`config.mk`:
```
export PLATFORM = sky130hd
export DESIGN_NAME = wb_regfile
export DESIGN_NICKNAME = d
export VERILOG_FILES = /design/src/rtl/wb_regfile_pkg.sv /design/src/rtl/wb_regfile_rdport.sv /design/src/rtl/wb_regfile.sv
export SDC_FILE = /design/constraint.sdc
export NUM_CORES = 2
export LEC_CHECK = 0
export CAP_MARGIN = 20
export CORE_MARGIN = 3
export CORE_UTILIZATION = 45
export CTS_CLUSTER_DIAMETER = 50
export DETAILED_ROUTE_END_ITERATION = 8
export GPL_ROUTABILITY_DRIVEN = 0
export RECOVER_POWER = 50
export SYNTH_ARGS = -nofsm -noshare
export SYNTH_HDL_FRONTEND = slang
export SYNTH_SLANG_ARGS = --single-unit
```
`constraint.sdc`:
```
create_clock -name clk -period 4.2 [get_ports clk]
set_input_delay 0.42 -clock clk [delete_from_list [all_inputs] [get_ports clk]]
set_output_delay 0.42 -clock clk [all_outputs]
set_load 0.005 [all_outputs]
```
`src/rtl/wb_regfile_pkg.sv`:
```
// Shared types, register IDs and read helper for the write-back register file.
// WB_REGFILE_BYPASS_EN (when defined) enables write-through bypass on the decode read ports.
package wb_regfile_pkg;

    localparam int unsigned WORD_W = 32;
    localparam int unsigned BYTE_W = 8;
    localparam int unsigned ID_W   = 4;
    localparam int unsigned CNT_W  = 16;
    localparam int unsigned NREGS  = 15;

    localparam logic [WORD_W-1:0] RESET_VAL = 32'h0000_0000;

    localparam logic [ID_W-1:0] RNONE = 4'hF;
    localparam logic [ID_W-1:0] REAX  = 4'h0;
    localparam logic [ID_W-1:0] RECX  = 4'h1;
    localparam logic [ID_W-1:0] REDX  = 4'h2;
    localparam logic [ID_W-1:0] REBX  = 4'h3;
    localparam logic [ID_W-1:0] RESP  = 4'h4;
    localparam logic [ID_W-1:0] REBP  = 4'h5;
    localparam logic [ID_W-1:0] RESI  = 4'h6;
    localparam logic [ID_W-1:0] REDI  = 4'h7;
    localparam logic [ID_W-1:0] R8    = 4'h8;
    localparam logic [ID_W-1:0] R9    = 4'h9;
    localparam logic [ID_W-1:0] R10   = 4'hA;
    localparam logic [ID_W-1:0] R11   = 4'hB;
    localparam logic [ID_W-1:0] R12   = 4'hC;
    localparam logic [ID_W-1:0] R13   = 4'hD;
    localparam logic [ID_W-1:0] R14   = 4'hE;

    typedef logic [WORD_W-1:0]            word_t;
    typedef logic [ID_W-1:0]              reg_id_t;
    typedef logic [NREGS-1:0][WORD_W-1:0] regarr_t;

    // Plain array read; the "none" ID reads as zero.
    function automatic word_t reg_read(input regarr_t regs, input reg_id_t id);
        word_t val;
        val = '0;
        if (id != RNONE) begin
            val = regs[id];
        end
        return val;
    endfunction

endpackage

```
`src/rtl/wb_regfile_rdport.sv`:
```
// One decode read port: stored value, optionally overridden by the write-back in flight.
module wb_regfile_rdport
    import wb_regfile_pkg::*;
(
    input  logic [ID_W-1:0]   id,
    input  regarr_t           regs,
    input  logic              byp_e_en,
    input  logic [ID_W-1:0]   byp_e_id,
    input  logic [WORD_W-1:0] byp_e_val,
    input  logic              byp_m_en,
    input  logic [ID_W-1:0]   byp_m_id,
    input  logic [WORD_W-1:0] byp_m_val,
    output logic [WORD_W-1:0] val
);

    // M match is applied last so it wins, mirroring the write collision rule.
    always_comb begin
        val = reg_read(regs, id);
        if (byp_e_en && (byp_e_id == id)) begin
            val = byp_e_val;
        end
        if (byp_m_en && (byp_m_id == id)) begin
            val = byp_m_val;
        end
    end

endmodule

```
`src/rtl/wb_regfile.sv`:
```
// Write-back stage plus Y86 register file: dual write ports, two decode reads, debug read.
// WB_REGFILE_BYPASS_EN (when defined) forwards same-cycle writes to d_rvalA/d_rvalB.
module wb_regfile
    import wb_regfile_pkg::*;
(
    input  logic              clk,
    input  logic              rst,
    input  logic [WORD_W-1:0] wb_valE,
    input  logic [WORD_W-1:0] wb_valM,
    input  logic [BYTE_W-1:0] wb_dstE,
    input  logic [BYTE_W-1:0] wb_dstM,
    input  logic              wb_stall,
    input  logic [BYTE_W-1:0] d_srcA,
    input  logic [BYTE_W-1:0] d_srcB,
    output logic [WORD_W-1:0] d_rvalA,
    output logic [WORD_W-1:0] d_rvalB,
    input  logic [ID_W-1:0]   dbg_id,
    output logic [WORD_W-1:0] dbg_val,
    output logic [CNT_W-1:0]  wr_cnt
);

    regarr_t          regs_q, regs_d;
    logic [CNT_W-1:0] wr_cnt_q, wr_cnt_d;

    logic [ID_W-1:0]  id_e, id_m;
    logic             we_e, we_m, we_e_eff;
    logic [1:0]       n_writes;
    logic [CNT_W:0]   cnt_sum;
    logic             byp_e_en, byp_m_en;

    // Only the low nibble of each ID is architecturally meaningful.
    logic unused_hi;
    assign unused_hi = ^{wb_dstE[7:4], wb_dstM[7:4], d_srcA[7:4], d_srcB[7:4]};

    assign id_e     = wb_dstE[3:0];
    assign id_m     = wb_dstM[3:0];
    assign we_e     = !wb_stall && (id_e != RNONE);
    assign we_m     = !wb_stall && (id_m != RNONE);
    assign we_e_eff = we_e && !(we_m && (id_m == id_e));

    // Next-state: E then M, with the E write dropped on collision; saturating counter.
    always_comb begin
        regs_d = regs_q;
        if (we_e_eff) begin
            regs_d[id_e] = wb_valE;
        end
        if (we_m) begin
            regs_d[id_m] = wb_valM;
        end
        n_writes = 2'(we_e_eff) + 2'(we_m);
        cnt_sum  = (CNT_W+1)'(wr_cnt_q) + (CNT_W+1)'(n_writes);
        wr_cnt_d = cnt_sum[CNT_W] ? {CNT_W{1'b1}} : cnt_sum[CNT_W-1:0];
    end

    always_ff @(posedge clk) begin
        if (rst) begin
            regs_q   <= {NREGS{RESET_VAL}};
            wr_cnt_q <= '0;
        end else begin
            regs_q   <= regs_d;
            wr_cnt_q <= wr_cnt_d;
        end
    end

`ifdef WB_REGFILE_BYPASS_EN
    assign byp_e_en = we_e && !rst;
    assign byp_m_en = we_m && !rst;
`else
    assign byp_e_en = 1'b0;
    assign byp_m_en = 1'b0;
`endif

    wb_regfile_rdport u_rdport_a (
        .id        (d_srcA[3:0]),
        .regs      (regs_q),
        .byp_e_en  (byp_e_en),
        .byp_e_id  (id_e),
        .byp_e_val (wb_valE),
        .byp_m_en  (byp_m_en),
        .byp_m_id  (id_m),
        .byp_m_val (wb_valM),
        .val       (d_rvalA)
    );

    wb_regfile_rdport u_rdport_b (
        .id        (d_srcB[3:0]),
        .regs      (regs_q),
        .byp_e_en  (byp_e_en),
        .byp_e_id  (id_e),
        .byp_e_val (wb_valE),
        .byp_m_en  (byp_m_en),
        .byp_m_id  (id_m),
        .byp_m_val (wb_valM),
        .val       (d_rvalB)
    );

    assign dbg_val = reg_read(regs_q, dbg_id);
    assign wr_cnt  = wr_cnt_q;

endmodule
```
==> impl_metrics.sql <==
INSERT INTO impl_metrics (metric_group, metric, value, unit) VALUES
('worst_setup_path', 'reg2reg_setup_slack', '1.82', 'ns'),
('yosys', 'yosys_warnings', '0', ''),
('worst_setup_path', 'timing.critical_path.cells', 'dlygate4sd3_1 -> and2_0 -> a31o_4 -> buf_4 -> o21ai_2 -> clkbuf_1 -> nand2_1 -> a311oi_1', ''),
('clock_tree', 'cts.reportedPaths.clkPinSlew', '0.06', 'ns'),
('clock_tree', 'tritoncts', 'built', ''),
('timing', 'max_slew_headroom_at_the_worst_pin', '-0.356', ''),
('layout', 'layout.cell_area.non_filler', '38300', 'um2'),
('pwr', 'leakage', '12.6', 'nW'),
('clock_tree', 'cts_setup_buffers', '0', ''),
('timing', 'fin_skew', '0.0112', 'ns'),
('die', 'die_x', '277', 'um'),
('yosys', 'netlist.area_leader.share', '0.299', ''),
('timing', 'rsz_0062_raised_after_global_routing', 'no', ''),
('yosys', 'synth_area_leaders', 'sky130_fd_sc_hd__dfxtp_1 30%, sky130_fd_sc_hd__mux4_2 23%, sky130_fd_sc_hd__a311oi_1 13%, sky130_fd_sc_hd__nand2_1 12%, sky130_fd_sc_hd__mux2i_1 5.6%', ''),
('drt', 'dr.first_iter.drc_count', '4942', ''),
('drt', 'wirelength', '142', 'mm'),
('yosys', 'synthesis.instances', '3780', ''),
('yosys', 'ys_seq_area_frac', '0.299', ''),
('pwr', 'max-vdd-ir-drop', '0.356', 'mV'),
('timing', 'final_period_minus_worst_setup_slack', '3.83', 'ns'),
('worst_setup_path', 'cp_data_arrival_time', '4.35', 'ns'),
('placement', 'place.port_buffers', '198', ''),
('clock_tree', 'ctsResizeCount', '0', ''),
('layout', 'drive_above_1_share', '0.169', ''),
('grt', 'grt_max_degree', '108', ''),
('placement', 'dpl-instance-area', '35900', 'um2'),
('drt', 'viasPerCell', '6.94', ''),
('timing', 'fmax', '261', 'MHz'),
('drt', 'remaining_drcs', '0', ''),
('die', 'dieHeight', '277', 'um'),
('worst_setup_path', 'critical_path_cell_with_the_highest_stage_delay', 'sky130_fd_sc_hd__o21ai_2', ''),
('clock_tree', 'cts_sinks', '496', ''),
('yosys', 'synth.ff_latch_count', '496', ''),
('timing', 'maxSlewViolCount', '258', ''),
('run_status', 'failed_checks', 'max-capacitance violations, max-slew violations', ''),
('drt', 'final_antenna_net_count', '0', ''),
('drt', 'routed-via-count', '32900', ''),
('worst_setup_path', 'worst_setup_path_start_kind', 'input port', ''),
('clock_tree', 'ctsHtreeMaxLevel', '3', ''),
('worst_setup_path', 'critical_path.max_fanout', '15', ''),
('timing', 'finalHoldViolCount', '0', ''),
('drt', 'dr.pass1.iters', '6', ''),
('die', 'fp.dieArea', '77000', 'um2'),
('worst_setup_path', 'endpoint_kind', 'flip-flop', ''),
('yosys', 'yosys.area.top_type', 'sky130_fd_sc_hd__dfxtp_1', ''),
('placement', 'dp_hpwl', '78.2', 'mm'),
('worst_setup_path', 'required_worst_endpoint', '4.72', 'ns'),
('drt', 'wl_per_cell', '30.1', 'um'),
('clock_tree', 'ctsLongestPathBuffers', '3', ''),
('die', 'floorplan.initialDensity', '0.459', ''),
('yosys', 'asyncSetResetFlopFracSynth', '0', ''),
('clock_tree', 'cts-hold-fix-buffers', '0', ''),
('worst_setup_path', 'crit_path_max_incr_delay', '1.05', 'ns'),
('worst_hold_path', 'min-delay-path-class', 'in -> reg', ''),
('timing', 'sum_of_negative_setup_slack', '0', 'ns'),
('pwr', 'pwr_density_cell', '349', 'nW/um2'),
('yosys', 'synth_area_per_cell', '8.77', 'um2'),
('die', 'i_o_pins', '215', ''),
('grt', 'grt_pass1_vias', '30500', ''),
('worst_setup_path', 'critPathKind', 'in -> reg', ''),
('clock_tree', 'clk_latency', '0.62', 'ns'),
('grt', 'grt.total_usage', '0.357', ''),
('layout', 'syn2layout_area_growth', '15.7', '%'),
('job', 'cap_viol_max_count', '4', ''),
('yosys', 'netlist_area_pre_place', '33200', 'um2'),
('yosys', 'synth.distinct_cells', '42', ''),
('run_status', 'outcome', 'complete, but fails checks', ''),
('timing', 'setup_violations', '0', ''),
('grt', 'grt_first_pass_wirelength', '207', 'mm'),
('timing', 'worst_pin_slew', '2.03', 'ns'),
('clock_tree', 'clock-root-buffer', 'sky130_fd_sc_hd__clkbuf_16', ''),
('timing', 'final.period_utilization', '0.912', ''),
('layout', 'nets', '3829', ''),
('yosys', 'synth_ff_type', 'sky130_fd_sc_hd__dfxtp_1', ''),
('yosys', 'synth_edf_count', '0', ''),
('grt', 'grt_antenna_before_repair', '7', ''),
('die', 'floorplan.core_area', '72200', 'um2'),
('die', 'std_cell_rows', '98', ''),
('grt', 'grt_overflow_total', '0', ''),
('clock_tree', 'numCtsBuffers', '75', ''),
('yosys', 'synth_fp_nets', '3885', '');
[cell usage after synthesis (3+ instances only)]
library cell               count
sky130_fd_sc_hd__nand3_1      16
sky130_fd_sc_hd__o21ai_0      97
sky130_fd_sc_hd__nor2_1      487
sky130_fd_sc_hd__a311oi_1    480
sky130_fd_sc_hd__a21oi_1      14
sky130_fd_sc_hd__buf_1        19
sky130_fd_sc_hd__a21boi_2      4
sky130_fd_sc_hd__o21ai_2      10
sky130_fd_sc_hd__o211ai_1      3
sky130_fd_sc_hd__mux2i_1     185
sky130_fd_sc_hd__clkbuf_1    293
sky130_fd_sc_hd__mux4_2      338
sky130_fd_sc_hd__nand2b_1      4
sky130_fd_sc_hd__dfxtp_1     496
sky130_fd_sc_hd__inv_1         3
sky130_fd_sc_hd__nand2_1    1075
sky130_fd_sc_hd__nor3_1       13
sky130_fd_sc_hd__o22ai_1      46
sky130_fd_sc_hd__xor2_1        5
sky130_fd_sc_hd__nor4_1        7
sky130_fd_sc_hd__xnor2_1       8
sky130_fd_sc_hd__buf_4        35
sky130_fd_sc_hd__buf_2        97
sky130_fd_sc_hd__a21boi_4      9
sky130_fd_sc_hd__o21ai_1       5
sky130_fd_sc_hd__nor2b_1       7
sky130_fd_sc_hd__nand4_1       4
[kinds of logic (layout without fill, tap and decap cells)]
logic type                 after synthesis  count (layout)  synth area share
DFF                                    496             496             0.299
buffers and inverters                  450             454            0.0590
other                                    0               2                 0
xor gates and xnor gates                13              13           0.00343
and+or+nand+nor                       1621            1621             0.187
adders and majority gates                2               2          0.000981
AOI/OAI and AO/OA                      675             675             0.165
muxes                                  523             523             0.285
[power breakdown]
group | total (mW) | switching, mW | leakage [nW] | internal (mW)
Combinational | 1.82 | 1.10 | 7.32 | 0.717
Clock | 6.55 | 2.59 | 1.24 | 3.96
Sequential | 5.01 | 0.150 | 4.02 | 4.86
[worst max-delay path: cells and delay by family]
kind                   cells  cell delay, ns
buffers and inverters      3            1.78
AO/OA/AOI/OAI              3            1.64
AND/OR/NAND/NOR            2            0.46
[flip-flops by register name, indices dropped and copies added (netlist names)]
signal,cells
regs_q,480
wr_cnt,16
[per-stage QoR]
step / util / cells / power (mW) / worst slack [ns] / hold slack (ns)
finish: 0.531 / 4736 / 13.4 / 0.368 / 0.386
global route: 0.531 / 4736 / 13.7 / 0.255 / 0.445
CTS: 0.532 / 4734 / 13.4 / 0.794 / 0.408
detailed placement: 0.497 / 4597 / 6.88 / 0.163 / 0.492
global placement: 0.497 / 4597 / 6.87 / 0.224 / 0.484
floorplan: - / 3780 / 6.15 / 1.13 / 0.465
[layout make-up]
type / count / area [um2]
Antenna cell: 2 / 5.00
Clock buffer: 95 / 2090
Clock inverter: 42 / 478
Fill cell: 6418 / 33900
Inverter: 4 / 15.0
Multi-Input combinational cell: 2834 / 21600
Sequential cell: 496 / 9930
Tap cell: 950 / 1190
Timing Repair Buffer: 313 / 3070
[path summary, 6_finish.rpt]
kind                                  start          end  depth (start not counted)
worst max-delay path             wb_dstM[2]   regs_q[77]                          8
worst min-delay path                    rst   regs_q[20]                          2
worst max register to register    wr_cnt[0]    wr_cnt[1]                          6
worst min register to register  regs_q[350]  regs_q[350]                          2
[routing by layer]
metal  routed length [um]  GRT usage  vias up
met2                62000      0.534     2372
met5                   36          0        -
met1                54500      0.480    16100
met4                 7610      0.171        6
met3                18200     0.0957      470
li1                     -          -    13900
[placed cells by master, fill, tap and decap left out, types with 46 or more instances in the layout]
cell / netlist / routed
sky130_fd_sc_hd__nand2_1: 1075 / 1065
sky130_fd_sc_hd__dfxtp_1: 496 / 496
sky130_fd_sc_hd__nor2_1: 487 / 487
sky130_fd_sc_hd__a311oi_1: 480 / 480
sky130_fd_sc_hd__mux4_2: 338 / 338
sky130_fd_sc_hd__mux2i_1: 185 / 185
sky130_fd_sc_hd__clkdlybuf4s50_1: 0 / 168
sky130_fd_sc_hd__o21ai_0: 97 / 97
sky130_fd_sc_hd__buf_4: 35 / 86
sky130_fd_sc_hd__clkbuf_16: 0 / 77
sky130_fd_sc_hd__o22ai_1: 46 / 46
(Power assumes the default switching activity.)
